==> config.mk <==
export PLATFORM = sky130hd
export DESIGN_NAME = keycode_event_queue
export DESIGN_NICKNAME = d
export VERILOG_FILES = /design/src/rtl/keycode_event_queue.sv
export SDC_FILE = /design/constraint.sdc
export NUM_CORES = 1
export LEC_CHECK = 0
export CAP_MARGIN = 15
export CORE_ASPECT_RATIO = 1.2
export CORE_UTILIZATION = 30
export DETAILED_ROUTE_END_ITERATION = 16
export SYNTH_ARGS = -nofsm -noshare
export SYNTH_HDL_FRONTEND = slang
export SYNTH_SLANG_ARGS = --single-unit
==> constraint.sdc <==
create_clock -name clk_clk -period 6.6 [get_ports clk_clk]
set_clock_uncertainty 0.05 [all_clocks]
set_input_delay 1.98 -clock clk_clk [delete_from_list [all_inputs] [get_ports clk_clk]]
set_output_delay 1.98 -clock clk_clk [all_outputs]
set_load 0.03 [all_outputs]
==> src/rtl/keycode_event_queue.sv <==
// keycode_event_queue: turns keycode level changes from the SoC PIO into
// press / release (and optional typematic repeat) events, buffered in a
// show-ahead FIFO popped with a valid/ready handshake.
// Optional feature macro: KEY_REPEAT_EN (repeat counter and REPEAT events).
module keycode_event_queue #(
   parameter int unsigned DEPTH        = 8,
   parameter int unsigned REPEAT_DELAY = 25000000,
   parameter int unsigned REPEAT_RATE  = 5000000
) (
   input  logic                         clk_clk,
   input  logic                         reset_reset_n,
   input  logic [7:0]                   keycode_in,
   output logic                         ev_valid,
   output logic [7:0]                   ev_code,
   output logic [1:0]                   ev_type,
   input  logic                         ev_ready,
   output logic [$clog2(DEPTH+1)-1:0]   ev_count,
   output logic                         overflow,
   input  logic                         overflow_clr
);

   localparam int unsigned PTR_W = (DEPTH > 1) ? $clog2(DEPTH) : 1;
   localparam int unsigned CNT_W = $clog2(DEPTH + 1);

   typedef enum logic [1:0] {
      IDLE       = 2'd0,
      HELD       = 2'd1,
      PRESS_PEND = 2'd2
   } state_t;

   typedef enum logic [1:0] {
      EV_PRESS   = 2'b00,
      EV_RELEASE = 2'b01,
      EV_REPEAT  = 2'b10
   } ev_t;

   state_t           state_q, state_d;
   logic [7:0]       held_q, held_d;
   logic [7:0]       pend_q, pend_d;

   logic             push;
   logic [7:0]       push_code;
   logic [1:0]       push_type;

   logic [7:0]       code_q [DEPTH];
   logic [1:0]       type_q [DEPTH];
   logic [PTR_W-1:0] wptr_q, rptr_q;
   logic [CNT_W-1:0] count_q, count_d;
   logic             ovf_q, ovf_d;

   logic             full, pop, accept, drop;

`ifdef KEY_REPEAT_EN
   localparam int unsigned RPT_MAX = (REPEAT_DELAY > REPEAT_RATE) ? REPEAT_DELAY : REPEAT_RATE;
   localparam int unsigned RPT_W   = $clog2(RPT_MAX);

   logic [RPT_W-1:0] rpt_q, rpt_d;

   // Repeat countdown register.
   always_ff @(posedge clk_clk) begin
      if (!reset_reset_n) rpt_q <= '0;
      else                rpt_q <= rpt_d;
   end
`else
   // Repeat timing parameters only matter with the repeat feature built in.
   if (REPEAT_DELAY < 2 || REPEAT_RATE < 2) begin : g_repeat_params_unused
   end
`endif

   // Key tracking FSM state registers.
   always_ff @(posedge clk_clk) begin
      if (!reset_reset_n) begin
         state_q <= IDLE;
         held_q  <= '0;
         pend_q  <= '0;
      end else begin
         state_q <= state_d;
         held_q  <= held_d;
         pend_q  <= pend_d;
      end
   end

   // Next-state logic and event generation; FSM advances even if the push is dropped.
   always_comb begin
      state_d   = state_q;
      held_d    = held_q;
      pend_d    = pend_q;
      push      = 1'b0;
      push_code = '0;
      push_type = EV_PRESS;
`ifdef KEY_REPEAT_EN
      rpt_d     = rpt_q;
`endif
      unique case (state_q)
         IDLE: begin
            if (keycode_in != 8'h00) begin
               push      = 1'b1;
               push_code = keycode_in;
               push_type = EV_PRESS;
               held_d    = keycode_in;
               state_d   = HELD;
`ifdef KEY_REPEAT_EN
               rpt_d     = RPT_W'(REPEAT_DELAY - 1);
`endif
            end
         end
         HELD: begin
            if (keycode_in == held_q) begin
`ifdef KEY_REPEAT_EN
               if (rpt_q == '0) begin
                  push      = 1'b1;
                  push_code = held_q;
                  push_type = EV_REPEAT;
                  rpt_d     = RPT_W'(REPEAT_RATE - 1);
               end else begin
                  rpt_d     = rpt_q - 1'b1;
               end
`endif
            end else begin
               push      = 1'b1;
               push_code = held_q;
               push_type = EV_RELEASE;
               if (keycode_in == 8'h00) begin
                  held_d  = '0;
                  state_d = IDLE;
               end else begin
                  pend_d  = keycode_in;
                  state_d = PRESS_PEND;
               end
            end
         end
         PRESS_PEND: begin
            push      = 1'b1;
            push_code = pend_q;
            push_type = EV_PRESS;
            held_d    = pend_q;
            state_d   = HELD;
`ifdef KEY_REPEAT_EN
            rpt_d     = RPT_W'(REPEAT_DELAY - 1);
`endif
         end
         default: state_d = IDLE;
      endcase
   end

   assign full   = (count_q == CNT_W'(DEPTH));
   assign pop    = ev_valid && ev_ready;
   assign accept = push && (!full || pop);
   assign drop   = push && full && !pop;

   // Occupancy and sticky overflow; a drop wins over a same-cycle clear.
   always_comb begin
      count_d = count_q;
      if (accept && !pop)      count_d = count_q + CNT_W'(1);
      else if (!accept && pop) count_d = count_q - CNT_W'(1);
      ovf_d = ovf_q;
      if (drop)              ovf_d = 1'b1;
      else if (overflow_clr) ovf_d = 1'b0;
   end

   // FIFO storage, pointers and counters.
   always_ff @(posedge clk_clk) begin
      if (!reset_reset_n) begin
         for (int unsigned i = 0; i < DEPTH; i++) begin
            code_q[i] <= '0;
            type_q[i] <= '0;
         end
         wptr_q  <= '0;
         rptr_q  <= '0;
         count_q <= '0;
         ovf_q   <= 1'b0;
      end else begin
         if (accept) begin
            code_q[wptr_q] <= push_code;
            type_q[wptr_q] <= push_type;
            wptr_q         <= wptr_q + 1'b1;
         end
         if (pop) rptr_q <= rptr_q + 1'b1;
         count_q <= count_d;
         ovf_q   <= ovf_d;
      end
   end

   assign ev_valid = (count_q != '0);
   assign ev_code  = ev_valid ? code_q[rptr_q] : '0;
   assign ev_type  = ev_valid ? type_q[rptr_q] : '0;
   assign ev_count = count_q;
   assign overflow = ovf_q;

endmodule

==> results.json <==
{
  "synth_edf_count": 64,
  "antennaDiodeCount": 0,
  "via_count": 3719,
  "grt_max_degree": 62,
  "clk_pin_slew_worst_paths_ns": 0.07,
  "area_growth_pct": 13.0,
  "postCtsHoldBufs": 0,
  "async_reset_ff_frac": 0,
  "power.net_switching_mw": 0.733,
  "cts_sinks": 104,
  "dp_hpwl_um": 8220,
  "overflow": 0,
  "grt_pass1_wl_um": 19800,
  "yosys_warnings": 0,
  "outcome": "finished, final reports clean",
  "synth.top_cells.by_area": "edfxtp_1 37%, dfxtp_1 15%, mux4_2 7.8%, nor2_1 4.5%, nor3_1 3.6%",
  "sequentialPowerShare": 0.415,
  "postSynthAreaPerCell_sq_um": 11.0,
  "synthCells": 473,
  "fp.dieH_um": 146,
  "drt_iter0_drc": 276,
  "grt_antenna_before_repair": 0,
  "clkPwrFrac": 0.237,
  "cp_cell_sequence": "clkdlybuf4s50_1 -> or4_4 -> o21a_1 -> or2_4 -> o21a_1 -> ha_1 -> inv_1 -> ha_1 -> a21o_1 -> a21oi_1 -> xnor2_1 -> or3_1 -> a21boi_0",
  "grt_pass1_vias": 3702,
  "p_int_mw": 1.32,
  "cts_tree": "yes",
  "post_cts_buffers": 0,
  "portBuffers": 26,
  "crit_fanout": 13,
  "finalMaxSlewViolations": 0,
  "cp.required_ns": 6.83,
  "post_drt_wl_per_cell_um": 17.4,
  "synth.distinct_cells": 51,
  "cts_root_buffer": "clkbuf_16",
  "swShare": 0.357,
  "drive_above_1_share": 0.102,
  "firstDrtPassIters": 5,
  "startpoint_type": "primary input",
  "core.rowCount": 52,
  "synth_nets": 496,
  "hold_class": "reg -> reg",
  "initial_utilization": 0.308,
  "rsz0062_at_grt": "false",
  "coreArea_sq_mm": 0.0169,
  "htree_levels": 3,
  "fin_crit_sh": 0.784,
  "netlist.area_leader.share": 0.369,
  "cp-end-kind": "register",
  "synth_top_area_cell": "edfxtp_1",
  "p_leak_nw": 2.02,
  "antenna_left": 0,
  "dieWidth_um": 122,
  "grt.total_usage": 0.145,
  "place.gp.congestion": 0.794,
  "finalPower_mw": 2.06,
  "setup_viol": 0,
  "maxSlewHeadroom": 0.287,
  "vdd_drop_max_uv": 174,
  "ys_ff_latch": 104,
  "power_frac_comb": 0.348,
  "power.density_mw_per_mm2": 349,
  "routed_wl_um": 12300,
  "ys_seq_area_frac": 0.522,
  "fin_tns_setup_ns": 0,
  "syn_area_sq_mm": 0.00521,
  "cap_violations": 0,
  "ctsResizeCount": 0,
  "max_freq_ghz": 0.193,
  "crit_arrival_ns": 5.40,
  "period_needed_ns": 5.17,
  "viasPerCell": 5.27,
  "worst_pin_slew_ns": 1.06,
  "cp_slowest_stage_delay_ns": 0.60,
  "nets": 508,
  "drc": 0,
  "crit_type": "in -> reg",
  "crit_slowest_cell": "or4_4",
  "clk_latency_ns": 0.35,
  "io_pins": 28,
  "finalHoldViolations": 0,
  "numCtsBuffers": 9,
  "die-area_sq_mm": 0.0179,
  "cts_max_path_buffers": 2,
  "ys.flop_type": "edfxtp_1"
}
-- Yosys cell counts, drive strengths merged, types with 5 or more instances --
library cell  instances
a21oi                17
a22oi                 8
a31oi                 8
and2                  5
and3                  8
buf                  15
clkbuf               17
dfxtp                40
edfxtp               64
ha                   10
inv                   5
mux2i                12
mux4                 18
nand2                37
nand3                11
nor2                 62
nor2b                10
nor3                 37
o211ai                6
o21a                 10
o21ai                27
xnor2                 5
xor2                  8
-- kinds of logic after synthesis --
logic type / synth area share
DFF: 0.522
adders and majority gates: 0.0278
other: 0.000719
AOI/OAI and AO/OA: 0.123
and+or+nand+nor: 0.168
muxes: 0.101
xor gates and xnor gates: 0.0218
buffers and inverters: 0.0355
-- power by group through the flow --
stage / logic, mW / registers [mW] / clock network, mW
floorplan: 0.519 / 0.845 / 0
global placement: 0.708 / 0.864 / 0
detailed placement: 0.719 / 0.868 / 0
CTS: 0.721 / 0.854 / 0.498
global route: 0.779 / 0.865 / 0.521
finish: 0.716 / 0.853 / 0.488
-- worst paths after layout --
check,startpoint,endpoint,slack [ns],cells past startpoint
worst max register to register,ev_count[0],ev_count[3],3.26,11
worst max-delay path,keycode_in[6],ev_count[3],1.43,13
worst min register to register,pend_q[6],pend_q[6],0.42,2
worst min-delay path,pend_q[6],pend_q[6],0.42,2
-- registers in the layout, summed over array words and instances, names as in the netlist, named ones only --
register,cells
code_q,64
held_q,8
pend_q,8
type_q,8
ev_count,4
rptr_q,3
wptr_q,3
state_q,2
overflow,1
-- final cells by class --
class / count / area [sq um]
inverters: 5 / 18.8
clock inverters: 6 / 33.8
flip-flops and latches: 104 / 2720
fillers: 1700 / 11000
multi-input cells: 332 / 2310
clock buffers: 10 / 229
well taps: 216 / 270
repair buffers: 33 / 308
-- per-layer routing --
metal / global-route usage / routed length [um] / up-vias
met2: 0.235 / 6160 / 123
met1: 0.190 / 5180 / 1803
met3: 0.0223 / 632 / 21
li1: - / - / 1772
met5: 0 / 0 / -
met4: 0.0628 / 293 / 0
-- layout by cell type (no fill, tap or decap), types with 7 or more instances in the layout --
cell	instances
ha_1	10
a22oi_1	8
nor3_1	37
buf_4	7
nand2_1	37
nor2b_1	10
dfxtp_1	40
and3_1	8
o21a_1	10
clkdlybuf4s50_1	25
o21ai_1	7
mux2i_1	12
nand3_1	11
a31oi_1	8
nor2_1	62
xor2_1	8
a21oi_1	17
edfxtp_1	64
o21ai_0	15
clkbuf_16	9
mux4_2	18
-- through the flow --
| step | hold WS [ns] | util | instances | worst slack [ns] | instance area (sq um) |
|---|---|---|---|---|---|
| after floorplan | 0.391 | - | 473 | 1.91 | 5210 |
| after global routing | 0.436 | 0.348 | 706 | 1.23 | 5890 |
| final | 0.420 | 0.348 | 706 | 1.43 | 5890 |
| after CTS | 0.419 | 0.348 | 706 | 1.43 | 5890 |
| after detailed placement | 0.409 | 0.333 | 690 | 1.09 | 5630 |
| after global placement | 0.405 | 0.333 | 690 | 1.15 | 5630 |
-- critical path, delay by kind of cell --
kind | cells | cell delay, ns
and+or+nand+nor | 3 | 1.22
adders and majority gates | 2 | 0.46
buffers and inverters | 2 | 0.64
AOI/OAI and AO/OA | 5 | 0.99
xor gates and xnor gates | 1 | 0.09
Power figures use the tool's default switching activity.
==> variant: new RTL, config.mk and constraints unchanged <==
One comparison of `count_q` changes from == to >=.
--- a/src/rtl/keycode_event_queue.sv
+++ b/src/rtl/keycode_event_queue.sv
@@ -145,3 +145,3 @@
 
-   assign full   = (count_q == CNT_W'(DEPTH));
+   assign full   = (count_q >= CNT_W'(DEPTH));
    assign pop    = ev_valid && ev_ready;
Check against the original RTL: no difference found for any inputs over 4 cycles, from zero or initial values and one cycle with reset_reset_n low; that may be too few to reach the edited logic, so the function may still have changed.
==> variant against the original RTL <==
Synthesized area decreased by 5.3%. Design area fell by 2.3%. Setup slack lost 0.22 ns. Routed wire length shrank 9.8%. Sequential cell count is the same. Register-to-register slack worse by 0.04 ns. Total power fell by 2.1%. Critical endpoint unchanged. Critical path type unchanged. Core utilization rose by 0.81 points.
==> variant: results (changes against the original RTL) <==
Hold WS=0.428 ns (+0.00723 ns); top cells by count, synth=nor2_1 (78), edfxtp_1 (64), dfxtp_1 (40), nand2_1 (38), o21ai_0 (34); Final GP Congestion=0.735 (-7.4%); LEAKAGE=2.01 nW (-0.62%); Layout fillers=1,623 (-4.5%); wire length on met3=488 µm (-23%); final worst-path cycle share=81.7% (+3.3 points); worst vdd ir=203 µV (+17%); Final Non-Filler Cells=680 (-3.7%); WL/cell=16.3 µm (-6.3%); Pint=1.34 mW (+1.5%); pin count of the biggest net entering global routing=49 (-21%); first-pass iteration count of the detailed router=7 (+2); WL met1=4.84 mm (-6.7%); Synth area leaders=edfxtp_1 (39%), dfxtp_1 (16%), mux4_2 (8.2%), nor2_1 (5.9%), mux2i_1 (4.3%); iteration-0 DRC count of the detailed router=240 (-13%); post-synthesis compound-gate area fraction=8.80% (-3.5 points); XOR/XNOR share of the synthesized area=2.31% (+0.12 points); placed insts=664 (-3.8%); Post-Place Cell Area=5460 µm² (-3.0%); adder-cell share of the synthesized area=2.94% (+0.16 points); CP Max Fanout=9 (-4); Final Instance Area=5750 µm² (-2.3%); CP max stage delay=0.72 ns (+0.12 ns); Vias/cell=4.91 (-6.7%); vias in the first global route=3,309 (-11%); DP Wirelength=7.70 mm (-6.3%); outcome=finished, final reports clean
[variant: changes by cell type after synthesis, sizes merged, moves of 8 or more]
cell and delta:
nor2 +16, a21oi -14, nand3 +10, o21a -10, mux2i +9, nor3 -36
buf -10, a222oi +8, a31oi -8, a22oi -8
[variant: layout make-up]
| type | instances | share of cell area [%] |
|---|---|---|
| well taps | 212 | 4.61 |
| inverters | 12 | 0.783 |
| repair buffers | 43 | 6.65 |
| clock buffers | 9 | 3.91 |
| flip-flops and latches | 104 | 47.3 |
| multi-input cells | 293 | 35.5 |
| clock inverters | 7 | 1.24 |
[variant: layer usage]
layer | vias to the layer above | global-route usage [%]
met1 | 1636 | 17.2
met4 | 0 | 4.60
met5 | - | 0
li1 | 1627 | -
met3 | 11 | 2.40
met2 | 68 | 23.5
[variant: final timing paths]
| path | from | endpoint |
|---|---|---|
| setup / recovery | keycode_in[4] | ev_count[3] |
| hold / removal | overflow | overflow |
| setup reg to reg | ev_count[0] | ev_count[3] |
| hold reg to reg | overflow | overflow |
